`src/rtl/fp16_pkg.sv`:
```
// rtl/fp16_pkg.sv - FP16 field widths, constants and accumulator state encoding.
package fp16_pkg;

  localparam int FP16_W = 16;
  localparam int EXP_W  = 5;
  localparam int MAN_W  = 10;

  localparam logic [EXP_W-1:0]  EXP_MAX   = 5'h1F;
  localparam logic [FP16_W-1:0] FP16_ZERO = 16'h0000;

  typedef enum logic {
    ACC  = 1'b0,
    HOLD = 1'b1
  } state_e;

  function automatic logic [EXP_W-1:0] fp16_exp(input logic [FP16_W-1:0] w);
    return w[FP16_W-2 -: EXP_W];
  endfunction

endpackage

```
`src/rtl/fp16_class.sv`:
```
// rtl/fp16_class.sv - combinational FP16 classifier: exact zero, subnormal, all-ones exponent.
module fp16_class
  import fp16_pkg::*;
(
  input  logic [FP16_W-1:0] word,
  output logic              is_zero,
  output logic              is_sub,
  output logic              is_max_exp
);

  logic [EXP_W-1:0] exp_f;
  logic [MAN_W-1:0] man_f;

  always_comb begin
    exp_f      = fp16_exp(word);
    man_f      = word[MAN_W-1:0];
    is_zero    = (exp_f == '0) && (man_f == '0);
    is_sub     = (exp_f == '0) && (man_f != '0);
    is_max_exp = (exp_f == EXP_MAX);
  end

endmodule

```
`src/rtl/fp16_accum_seq.sv`:
```
// rtl/fp16_accum_seq.sv - streaming FP16 vector accumulator around an external adder.
// FP16_ACC_FTZ_EN: flush exponent-0 operands to +0 before they reach the adder.
module fp16_accum_seq #(
  parameter int CNT_W = 8
) (
  input  logic             clk,
  input  logic             rst,
  input  logic             in_valid,
  output logic             in_ready,
  input  logic [15:0]      in_data,
  input  logic             in_last,
  output logic [15:0]      add_a,
  output logic [15:0]      add_b,
  input  logic [15:0]      add_sum,
  output logic             out_valid,
  input  logic             out_ready,
  output logic [15:0]      out_data,
  output logic [CNT_W-1:0] out_count,
  output logic             out_ovf,
  output logic             out_csat
);

  import fp16_pkg::*;

  state_e            state_q, state_d;
  logic [FP16_W-1:0] acc_q, acc_d;
  logic [CNT_W-1:0]  count_q, count_d;
  logic              ovf_q, ovf_d;
  logic              csat_q, csat_d;
  logic [FP16_W-1:0] out_data_q, out_data_d;
  logic [CNT_W-1:0]  out_count_q, out_count_d;
  logic              out_ovf_q, out_ovf_d;
  logic              out_csat_q, out_csat_d;

  logic sum_max_exp;
  logic unused_sum_zero;
  logic unused_sum_sub;

  fp16_class u_sum_class (
    .word       (add_sum),
    .is_zero    (unused_sum_zero),
    .is_sub     (unused_sum_sub),
    .is_max_exp (sum_max_exp)
  );

`ifdef FP16_ACC_FTZ_EN
  logic in_is_zero;
  logic in_is_sub;
  logic unused_in_max;

  fp16_class u_in_class (
    .word       (in_data),
    .is_zero    (in_is_zero),
    .is_sub     (in_is_sub),
    .is_max_exp (unused_in_max)
  );

  assign add_b = (in_is_zero || in_is_sub) ? FP16_ZERO : in_data;
`else
  assign add_b = in_data;
`endif

  assign add_a     = acc_q;
  assign in_ready  = (state_q == ACC);
  assign out_valid = (state_q == HOLD);
  assign out_data  = out_data_q;
  assign out_count = out_count_q;
  assign out_ovf   = out_ovf_q;
  assign out_csat  = out_csat_q;

  logic             beat;
  logic             count_sat;
  logic [CNT_W-1:0] count_inc;
  logic             ovf_inc;
  logic             csat_inc;

  always_comb begin
    state_d     = state_q;
    acc_d       = acc_q;
    count_d     = count_q;
    ovf_d       = ovf_q;
    csat_d      = csat_q;
    out_data_d  = out_data_q;
    out_count_d = out_count_q;
    out_ovf_d   = out_ovf_q;
    out_csat_d  = out_csat_q;

    beat      = in_valid && in_ready;
    count_sat = (count_q == {CNT_W{1'b1}});
    count_inc = count_sat ? count_q : count_q + CNT_W'(1);
    ovf_inc   = ovf_q | sum_max_exp;
    csat_inc  = csat_q | count_sat;

    case (state_q)
      ACC: begin
        if (beat) begin
          acc_d   = add_sum;
          count_d = count_inc;
          ovf_d   = ovf_inc;
          csat_d  = csat_inc;
          // Result registers capture the totals including the closing beat.
          if (in_last) begin
            out_data_d  = add_sum;
            out_count_d = count_inc;
            out_ovf_d   = ovf_inc;
            out_csat_d  = csat_inc;
            state_d     = HOLD;
          end
        end
      end
      HOLD: begin
        if (out_ready) begin
          state_d = ACC;
          acc_d   = FP16_ZERO;
          count_d = '0;
          ovf_d   = 1'b0;
          csat_d  = 1'b0;
        end
      end
      default: state_d = ACC;
    endcase
  end

  always_ff @(posedge clk) begin
    if (rst) begin
      state_q     <= ACC;
      acc_q       <= FP16_ZERO;
      count_q     <= '0;
      ovf_q       <= 1'b0;
      csat_q      <= 1'b0;
      out_data_q  <= FP16_ZERO;
      out_count_q <= '0;
      out_ovf_q   <= 1'b0;
      out_csat_q  <= 1'b0;
    end else begin
      state_q     <= state_d;
      acc_q       <= acc_d;
      count_q     <= count_d;
      ovf_q       <= ovf_d;
      csat_q      <= csat_d;
      out_data_q  <= out_data_d;
      out_count_q <= out_count_d;
      out_ovf_q   <= out_ovf_d;
      out_csat_q  <= out_csat_d;
    end
  end

endmodule

```
`config.mk`:
```
export PLATFORM = sky130hd
export DESIGN_NAME = fp16_accum_seq
export DESIGN_NICKNAME = d
export VERILOG_FILES = /design/src/rtl/fp16_pkg.sv /design/src/rtl/fp16_class.sv /design/src/rtl/fp16_accum_seq.sv
export SDC_FILE = /design/constraint.sdc
export NUM_CORES = 1
export LEC_CHECK = 0
export ABC_AREA = 1
export CAP_MARGIN = 10
export CORE_ASPECT_RATIO = 1.25
export CORE_UTILIZATION = 46
export DETAILED_ROUTE_END_ITERATION = 7
export PLACE_DENSITY = 0.86
export SYNTH_ARGS = -nofsm -noshare
export SYNTH_HDL_FRONTEND = slang
export SYNTH_SLANG_ARGS = --single-unit
```
`constraint.sdc`:
```
create_clock -name clk -period 2.83 [get_ports clk]
set_clock_uncertainty 0.1 [all_clocks]
set_input_delay 0.566 -clock clk [delete_from_list [all_inputs] [get_ports clk]]
set_output_delay 0.566 -clock clk [all_outputs]
set_load 0.005 [all_outputs]
```
# Yosys cells after proc, flatten, opt, wreduce, memory -nomap -nowiden
# Index checks and enable logic that the tools add are counted.
totals:
  regBits: 53
  output_inout_bits: 60
  wordCells: 36
classes:
  n_addsub: 1
  eq_ne: 4
  n_mux: 16
  n_bitwise: 3
  n_reduce_logical: 3
ops:
  columns: ["op", "count"]
  rows:
  - ["$mux W16", 2]
  - ["$pmux W16 S2", 1]
  - ["$mux W8", 3]
  - ["$pmux W8 S2", 1]
  - ["$add A8 B1 Y8 const B", 1]
  - ["$eq A8 B8 Y1 const B", 1]
  - ["$mux W1", 6]
  - ["$pmux W1 S2", 3]
  - ["$eq A5 B5 Y1 const B", 1]
  - ["$reduce_and A3 Y1", 1]
  - ["$ne A2 B1 Y1 const B", 1]
  - ["$ne A2 B2 Y1 const B", 1]
  - ["$or A1 B1 Y1", 2]
  - ["$reduce_and A2 Y1", 1]
  - ["$logic_and A1 B1 Y1", 1]
  - ["$not A1 Y1", 1]

# Logic depth before layout (Yosys ltp)
# Gate-level depths: netlist of run 1.
depth:
  depth_word: 4
  ltp_mapped: 10

# Cells and area by module
# From an unflattened synthesis of run 1, not the netlist that was laid out.
unflattened:
  hier_cells: 315
  area_unflattened_um2: 2319.7
modules_own_cells:
  columns: ["mod", "n_inst", "cells_each", "area_per_inst_um2", "seq_area_each_um2"]
  rows:
  - ["fp16_accum_seq", 1, 294, 2227.1, 1061.0]
  - ["fp16_class", 1, 21, 92.6, 0.0]

# Worst setup path after synthesis of run 1
# No wires, ideal clock.
synth_path:
  kind: "in2reg"
  startpoint: "input rst"
  endpoint: "register out_data_q[1] (netlist: out_data[1])"
  setup_ns: 0.144
  t_arrival_ns: 1.161
  required_time_ns: 2.586
  slack_ns: 1.424
  stages: 3
  path_buffers: 2
  path_cell_list: "buf_2 -> clkbuf_1 -> a21oi_1"
synth_rtl:
  columns: ["item", "line_no", "rtl"]
  rows:
  - ["from (decl)", "fp16_accum_seq.sv:7", "input logic rst,"]
  - ["to (signal assigned)", "fp16_accum_seq.sv:141", "out_data_q <= out_data_d;"]
  - ["to (decl)", "fp16_accum_seq.sv:30", "logic [FP16_W-1:0] out_data_q, out_data_d;"]
# No word-level cell between the ends.

# Final worst setup path of run 1
layout_path:
  startpoint: "register state_q (netlist: out_valid)"
  endpoint: "output in_ready"
layout_between:
  elab_chain_cells: 1
layout_rtl:
  columns: ["item", "line_no", "rtl"]
  rows:
  - ["from (decl)", "fp16_accum_seq.sv:25", "state_e state_q, state_d;"]
  - ["from (signal assigned)", "fp16_accum_seq.sv:136", "state_q <= state_d;"]
  - ["$not A1 Y1", null, null]
  - ["to (decl)", "fp16_accum_seq.sv:9", "output logic in_ready,"]
# Every way passes these cells.

==> flow_summary_export.csv, run 1 <==
group,metric,value,unit
cts,post-cts-setup-buffers,0,
floorplan,die_y,81.38,microns
place,dpl_cell_area,2821,sq um
logic_synthesis,synth_edf_count,0,
logic_synthesis,yosysWarningCount,0,
route,dr.pass1.iters,4,
grt,grt_start_max_net_pins,30,
place,io_buffers,64,
setup_path,slowest_stage,"clkdlybuf4s50_1",
logic_synthesis,synth_ff_type,"dfxtp_1",
grt,grt_pass1_wl,8335,microns
timing,slew_headroom,68.24,%
grt,grt_use_total,20.52,%
power_and_ir_drop,p_per_area,496.7,nW/um^2
logic_synthesis,synth-async-reset-ratio,0,%
timing,period_minus_slack,1937,ps
logic_synthesis,synth_area_leader_cell,"dfxtp_1",
logic_synthesis,ys_types,29,
floorplan,io_pins,97,
cts,clockRootBuffer,"clkbuf_8",
logic_synthesis,synthCells,301,
logic_synthesis,synth_nets,339,
timing,rsz0062_at_grt,"false",
place,preCtsSetupSlack,576.9,ps
logic_synthesis,syn_area,2318,sq um
timing,fin_setup_tns,0,ps
cts,ctsHoldBuffers,0,
route,routed_wl,4996,microns
grt,grt-ovfl-total,0,
cts,cts.sinks,53,
timing,final-hold-violation-count,0,
place,place_congestion,0.8162,
logic_synthesis,yosysSeqAreaShare,45.76,%
cts,clk_latency,310,ps
cells_and_area,final_layout_size_suffix_gt1_share,10.76,%
floorplan,start_util,48.31,%
timing,layout_setup_ws,893.1,ps
timing,fin_hold_ws,364.9,ps
grt,grt_pass1_vias,1874,
grt,antenna_found_initial,0,
timing,slew_viol_final,0,
cts,cts_made_buffers,5,
timing,setup_viol,0,
floorplan,rows,28,
setup_path,crit_chain,"inv_2 > clkdlybuf4s50_1",
timing,tightest_slew,476.4,ps
timing,clock.fmax,516.3,MHz
cells_and_area,fin_area,2905,sq um
setup_path,critPathMaxStageDelay,520,ps
route,vias,1985,
min_path,hold_path_depth,2,
route,wl_per_cell,12.37,microns
setup_path,critPathArrivalTime,1270,ps
route,vias_per_cell,4.913,
route,final_antenna_net_count,0,
run_status,status,"finished, final reports clean",
cells_and_area,antenna_cells,0,
cts,cts_tree,"done",
setup_path,ff2ff_path_depth,8,
cells_and_area,fillCellCount,430,
cells_and_area,fin_nets,381,
cts,cts_max_level,2,
cts,clock_path_buffers,2,
power_and_ir_drop,power.leakage,1.112,nW
setup_path,endpoint_kind,"primary output",
cts,cts_resized,0,
floorplan,dieWidth,65.50,microns
floorplan,coreArea,4800,sq um
cells_and_area,utilization,60.53,%
logic_synthesis,synth.area.top_cells,"dfxtp_1 (46%), nand2_1 (15%), a21oi_1 (7.1%), buf_4 (5.8%), a21oi_2 (3.8%)",
place,hpwl,3475,microns
logic_synthesis,avgSynthCellArea,7.703,sq um
logic_synthesis,synth_top_cell_area_share,45.76,%
floorplan,dieArea,5330,sq um
setup_path,critPathLaunchType,"flop",
setup_path,path_class,"flop to primary output",
timing,period_share,68.44,%
cells_and_area,syn_to_final_growth,25.31,%
route,first_iter_violations,87,
logic_synthesis,ys_seq_elements,53,
setup_path,required,2160,ps
setup_path,path_max_fanout,4,
power_and_ir_drop,ir_worst_vdd,430.3,uV
run,maxCapViolCount,0,
route,drcViolationCount,0,
min_path,hold_path.class,"flop to flop",
cts,clk_pin_slew,90,ps
[flip-flops by register name, indices dropped and copies added, names as in the netlist]
register	count
add_a	16
csat_q	1
out_count	8
count_q	8
out_data	16
ovf_q	1
out_ovf	1
out_csat	1
out_valid	1
[through the flow]
step | std cells | total power [W]
final | 404 | 0.001443
after global placement | 396 | 0.001036
after global routing | 404 | 0.001510
after CTS | 404 | 0.001448
after detailed placement | 396 | 0.001042
after floorplan | 301 | 0.0009480
[logic make-up after synthesis]
group,Yosys count,share of synthesized area [%]
flip-flops,53,45.76
buffers and inverters,52,13.22
adder cells (fa/ha/maj),1,0.5396
AO/OA/AOI/OAI,64,16.35
AND/OR/NAND/NOR,131,24.12
[synth_stat cells, drive strengths merged (2+ instances only)]
master and count:
nand3 9, clkbuf 4, dfxtp 53, buf 26, o21ai 12, inv 20, o21a 7, a21oi 43
nor2 13, clkinv 2, nand2 107
[cell usage in the layout, fill, tap and decap left out]
master           instances
clkbuf_1                 2
a31oi_1                  1
inv_1                   16
nand3_1                  9
nand2_4                  1
clkbuf_8                 5
or2_2                    1
o21ai_0                  8
ha_1                     1
clkinvlp_4               1
nand2_8                  1
a21oi_2                 10
buf_2                    1
clkdlybuf4s50_1         63
nand2_2                 10
inv_2                    2
inv_6                    1
inv_4                    1
o21ai_1                  4
o211ai_1                 1
buf_4                    1
nand2_1                 95
nor2_2                   1
dfxtp_1                 53
and3_1                   1
o21a_1                   7
a21oi_1                 33
nor2_1                  12
clkinv_1                 1
clkinv_2                 1
[worst max-delay path, delay by kind of cell, from the launching register on]
kind | cells | cell delay, ps
flip-flops | 1 | 350
buffers and inverters | 2 | 610
[report_power, final]
group,internal [W],total [W],switching (W)
clock,0.000176,0.000419,0.000243
sequential,0.000782,0.000803,0.0000212
combinational,0.000116,0.000221,0.000105
[cell type report]
type / instances / area [sq um] / share of cell area, %
repair buffers: 65 / 643.1 / 22.14
well taps: 60 / 75.07 / 2.584
multi-input cells: 196 / 950.9 / 32.73
inverters: 22 / 91.34 / 3.144
clock buffers: 7 / 76.32 / 2.627
flip-flops and latches: 53 / 1061 / 36.52
clock inverters: 1 / 7.507 / 0.2584
[metal layers]
metal  global-route usage, %  wire length, microns  vias to the layer above
met5                       0                     0                        -
met4                   6.739                    74                        0
met3                   6.742                   299                        7
met2                   37.84                  2567                       51
met1                   21.68                  2055                      905
li1                        -                     -                     1022
[final timing paths]
| kind | start | endpoint | slack [ps] |
|---|---|---|---|
| setup / recovery | out_valid | in_ready | 890 |
| setup reg to reg | out_valid | out_csat | 1240 |
| hold / removal | add_a[15] | add_a[15] | 360 |
| hold reg to reg | add_a[15] | add_a[15] | 360 |
(Power assumes the default switching activity.)
==> run 2: changes to the inputs <==
CORE_UTILIZATION = 38   (was 46)
PLACE_DENSITY = 0.76   (was 0.86)
clock period = 1.6 ns   (was 2.83 ns; I/O delays follow)
==> run 2 against run 1 <==
Worst hold slack got worse by 170 ps; power increased by 81%; sequential share of layout area decreased by 2.2 points; flip-flop and latch count unchanged; register-to-register slack got worse by 1100 ps; cell count increased by 8.9%; core utilization decreased by 6.3 points; clock power increased by 79%; routed wire length increased by 5.8%; largest cell class unchanged.
==> flow_summary_export.csv, run 2 (synthesized netlist as in run 1, its figures left out) <==
group,metric,value,unit
run_status,status,"finished, final reports clean",
floorplan,start_util,39.59,%
cells_and_area,mostFrequentLayoutCells,"nand2_1 (95), clkdlybuf4s50_1 (35), a21oi_1 (33)",
setup_path,path_max_fanout,2,
route,vias,2023,
cells_and_area,fillCellCount,537,
route,routed_wl,5285,microns
grt,grt_start_max_net_pins,31,
power_and_ir_drop,pwr-share-clk,28.8,%
setup_path,endpoint_kind,"primary output",
floorplan,dieWidth,71.87,microns
min_path,min_from,"rst",
setup_path,critPathArrivalTime,1150,ps
cts,cts_max_level,2,
min_path,hold_path_depth,2,
setup_path,crit_chain,"clkdlybuf4s50_1",
setup_path,required,1180,ps
route,first_iter_violations,66,
grt,grt_use_total,17.48,%
route,dr.pass1.iters,4,
power_and_ir_drop,swShare,24.59,%
cells_and_area,antenna_cells,0,
timing,tightest_slew,363.6,ps
floorplan,die_y,89.33,microns
setup_path,ff2ff_path_depth,9,
place,hpwl,3843,microns
timing,slew_headroom,75.76,%
power_and_ir_drop,p_int,0.001970,W
cells_and_area,syn_to_final_growth,36.97,%
place,dpl_cell_area,2999,sq um
power_and_ir_drop,power.leakage,1.640,nW
power_and_ir_drop,p_comb_share,16.6,%
timing,final-hold-violation-count,0,
cts,clockRootBuffer,"clkbuf_8",
min_path,hold_path.class,"input pin to flop",
timing,slew_viol_final,0,
cells_and_area,layout_commonest_cell,"nand2_1",
cells_and_area,final_layout_size_suffix_gt1_share,21.23,%
min_path,hold_end,"count_q[1]",
setup_path,crit_family,"buffers and inverters",
power_and_ir_drop,switchingPower,0.0006425,W
grt,grt-ovfl-total,0,
timing,setup_viol,0,
cts,post-cts-setup-buffers,0,
setup_path,critPathLaunchType,"flop",
floorplan,rows,31,
setup_path,slowest_stage,"clkdlybuf4s50_1",
grt,grt_pass1_vias,1958,
cts,clk_latency,300,ps
power_and_ir_drop,ir_worst_vdd,449.9,uV
power_and_ir_drop,p_per_area,822.7,nW/um^2
cts,clk_pin_slew,90,ps
route,drcViolationCount,0,
route,final_antenna_net_count,0,
setup_path,worst-path-buf-inv,1,
cells_and_area,fin_nets,396,
cts,cts_tree,"done",
timing,fin_hold_ws,192.1,ps
setup_path,r2r_setup_slack,110,ps
grt,antenna_found_initial,0,
setup_path,critPathMaxStageDelay,500,ps
power_and_ir_drop,p_seq_share,54.6,%
timing,clock.fmax,638.5,MHz
setup_path,cp-startpoint,"out_data[14]",
place,io_buffers,64,
setup_path,r2r_end,"count_q[1]",
place,place_congestion,0.8385,
floorplan,dieArea,6420,sq um
cts,cts.sinks,53,
route,vias_per_cell,4.598,
grt,grt_pass1_wl,8645,microns
cts,cts_made_buffers,5,
setup_path,timing.rr.start,"count_q[0]",
timing,period_minus_slack,1566,ps
cts,ctsHoldBuffers,0,
floorplan,coreArea,5857,sq um
cells_and_area,fin_area,3176,sq um
floorplan,io_pins,97,
cts,clock_path_buffers,2,
run,maxCapViolCount,0,
cts,cts_resized,10,
setup_path,path_class,"flop to primary output",
route,wl_per_cell,12.01,microns
timing,period_share,97.89,%
[run 2: cell types whose count changed in the layout (fill, tap and decap cells not counted), sizes merged]
cell / delta
buf: +15
clkinvlp: -1
dlygate4sd2: +4
dlymetal6s2s: +24
clkdlybuf4s50: -28
[run 2: area by class of cell]
type / count / area (sq um) / area share [%]
timing repair buffer: 80 / 848.3 / 26.71
clock buffer: 7 / 86.33 / 2.719
inverter: 22 / 91.34 / 2.876
sequential: 53 / 1091 / 34.36
tap: 82 / 102.6 / 3.231
multi-input combinational: 196 / 955.9 / 30.10
[run 2: worst max path at each step]
stage	to	slack [ps]	depth (start not counted)
floorplan	out_csat	240	9
global placement	out_count[0]	-80	9
detailed placement	out_data[13]	-120	8
CTS	out_data[0]	2	1
global route	out_data[14]	-7	1
finish	out_data[14]	30	1
[run 2: power by group through the flow]
stage | Sequential (W) | Clock (W) | Combinational [W]
after global routing | 0.00143 | 0.000844 | 0.000478
after floorplan | 0.00145 | 0 | 0.000224
final | 0.00143 | 0.000752 | 0.000435
after CTS | 0.00142 | 0.000787 | 0.000449
after detailed placement | 0.00145 | 0 | 0.000449
after global placement | 0.00145 | 0 | 0.000444
[run 2: layer usage]
layer,vias up,global-route usage [%],wire length (microns)
met5,-,0,0
met4,0,8.021,68
met3,6,5.862,313
met2,54,31.22,2715
met1,915,18.72,2188
li1,1048,-,-
[run 2: metrics by stage]
| stage | setup TNS (ps) | cells | util (%) | total power, W | setup WS (ps) |
|---|---|---|---|---|---|
| after floorplan | 0 | 301 | - | 0.001677 | 239.5 |
| after global placement | -959.1 | 433 | 51.21 | 0.001893 | -76.19 |
| after detailed placement | -1617 | 433 | 51.21 | 0.001901 | -122.0 |
| after CTS | 0 | 440 | 52.72 | 0.002658 | 1.904 |
| after global routing | -7.070 | 440 | 54.22 | 0.002756 | -6.617 |
| final | 0 | 440 | 54.22 | 0.002612 | 33.79 |
==> run 3: changes to the inputs <==
CORE_UTILIZATION = 25   (was 38)
PLACE_DENSITY = 0.55   (was 0.76)
==> run 3 against run 2 <==
Count of clock-buffer cells in the layout fell by 1; worst hold slack worse by 62 ps; critical path type unchanged; non-clock buffer count rose by 1; routed wire length grew 7.4%; clock power up 25%; critical endpoint is now out_data[6]; first-iteration DRC count is 36% higher.
==> flow_summary_export.csv, run 3 (synthesized netlist as in run 1, its figures left out) <==
group,metric,value,unit
floorplan,io_pins,97,
cells_and_area,fin_nets,397,
timing,clock.fmax,639.7,MHz
timing,tightest_slew,328.8,ps
floorplan,coreArea,8843,sq um
cells_and_area,layout_commonest_cell,"nand2_1",
cts,clk_pin_slew,100,ps
route,first_iter_violations,90,
timing,fin_setup_tns,0,ps
grt,use_met1,14.29,%
grt,grt_pass1_wl,9356,microns
setup_path,endpoint_kind,"primary output",
grt,busiest_layer,"met2",
cells_and_area,fin_cells,480,
grt,grt_use_total,12.33,%
power_and_ir_drop,ir_worst_vdd,395.0,uV
route,wl_per_cell,11.83,microns
grt,grt_start_max_net_pins,25,
floorplan,dieArea,9666,sq um
place,preCtsSetupSlack,-119.6,ps
setup_path,path_class,"flop to primary output",
power_and_ir_drop,p_per_area,863.4,nW/um^2
setup_path,path_max_fanout,2,
timing,layout_setup_ws,36.70,ps
cells_and_area,final_layout_size_suffix_gt1_share,25.56,%
floorplan,dieWidth,88.14,microns
floorplan,rows,38,
route,final_antenna_net_count,0,
timing,slew_viol_final,0,
power_and_ir_drop,finalPower,0.002810,W
cts,cts_max_level,2,
run_status,status,"finished, final reports clean",
grt,grt-ovfl-total,0,
setup_path,required,1180,ps
setup_path,crit_chain,"clkdlybuf4s50_1",
grt,use_met3,3.003,%
cts,clk_latency,300,ps
cells_and_area,fillCellCount,958,
min_path,hold_path.class,"input pin to flop",
floorplan,die_y,109.7,microns
place,io_buffers,64,
run,maxCapViolCount,0,
place,hpwl,4096,microns
timing,period_minus_slack,1563,ps
setup_path,critPathLaunchType,"flop",
setup_path,critPathArrivalTime,1140,ps
cts,cts_made_buffers,5,
setup_path,worst-path-buf-inv,1,
route,routed_wl,5677,microns
timing,final-hold-violation-count,0,
cts,cts_tree,"done",
route,dr.pass1.iters,4,
setup_path,critPathMaxStageDelay,500,ps
setup_path,slowest_stage,"clkdlybuf4s50_1",
route,vias,2033,
grt,use_met2,22.26,%
place,dp.cells,470,
floorplan,start_util,26.22,%
timing,setup_viol,0,
route,drcViolationCount,0,
route,vias_per_cell,4.235,
timing,slew_headroom,77.95,%
grt,antenna_found_initial,0,
cells_and_area,mostFrequentLayoutCells,"nand2_1 (95), clkdlybuf4s50_1 (44), dfxtp_2 (36)",
power_and_ir_drop,power.leakage,1.531,nW
cts,clock_path_buffers,2,
cells_and_area,syn_to_final_growth,40.37,%
place,place_congestion,0.7502,
timing,fin_hold_ws,130.2,ps
cells_and_area,antenna_cells,0,
cts,cts.sinks,53,
setup_path,crit_family,"buffers and inverters",
cts,clockRootBuffer,"clkbuf_8",
timing,period_share,97.71,%
grt,grt_pass1_vias,1997,
-- run 3: per-layer routing --
| layer | share of wire (%) | up-vias |
|---|---|---|
| met5 | 0 | - |
| met4 | 0.78 | 0 |
| met3 | 4.5 | 4 |
| met2 | 51 | 45 |
| met1 | 44 | 932 |
| li1 | - | 1052 |
-- run 3: path summary, 6_finish.rpt --
path | slack [ps] | start | cells past startpoint | end
worst min-delay path | 130 | rst | 2 | out_valid
worst max register to register | 130 | count_q[0] | 9 | count_q[1]
worst max-delay path | 40 | out_data[6] | 1 | out_data[6]
worst min register to register | 360 | add_a[11] | 2 | add_a[11]
-- run 3: cell type report --
| class | instances | area [sq um] | area share [%] |
|---|---|---|---|
| inverter | 22 | 91.34 | 2.807 |
| clock buffer | 6 | 82.58 | 2.537 |
| clock inverter | 2 | 37.54 | 1.153 |
| multi-input combinational | 196 | 958.4 | 29.45 |
| timing repair buffer | 81 | 828.3 | 25.45 |
| tap | 120 | 150.1 | 4.614 |
| sequential | 53 | 1106 | 33.99 |
-- run 3: power by group --
part	switching, W	total (W)	internal (W)
clock	0.000430	0.000939	0.000509
sequential	0.0000357	0.00143	0.00139
combinational	0.000204	0.000442	0.000238
-- run 3: metrics by stage --
step | instance area [sq um] | util (%)
floorplan | 2318 | -
detailed placement | 3027 | 34.22
global placement | 3027 | 34.22
finish | 3254 | 36.80
CTS | 3164 | 35.78
global route | 3254 | 36.80
-- run 3: what timing repair did --
action / 4_1_cts / 5_1_grt
resized for setup: 12 / 45
endpoints found under the hold margin: 0 / 0
setup buffers: 1 / 1
endpoints found under the setup margin: 12 / 44
hold buffers: 0 / 0
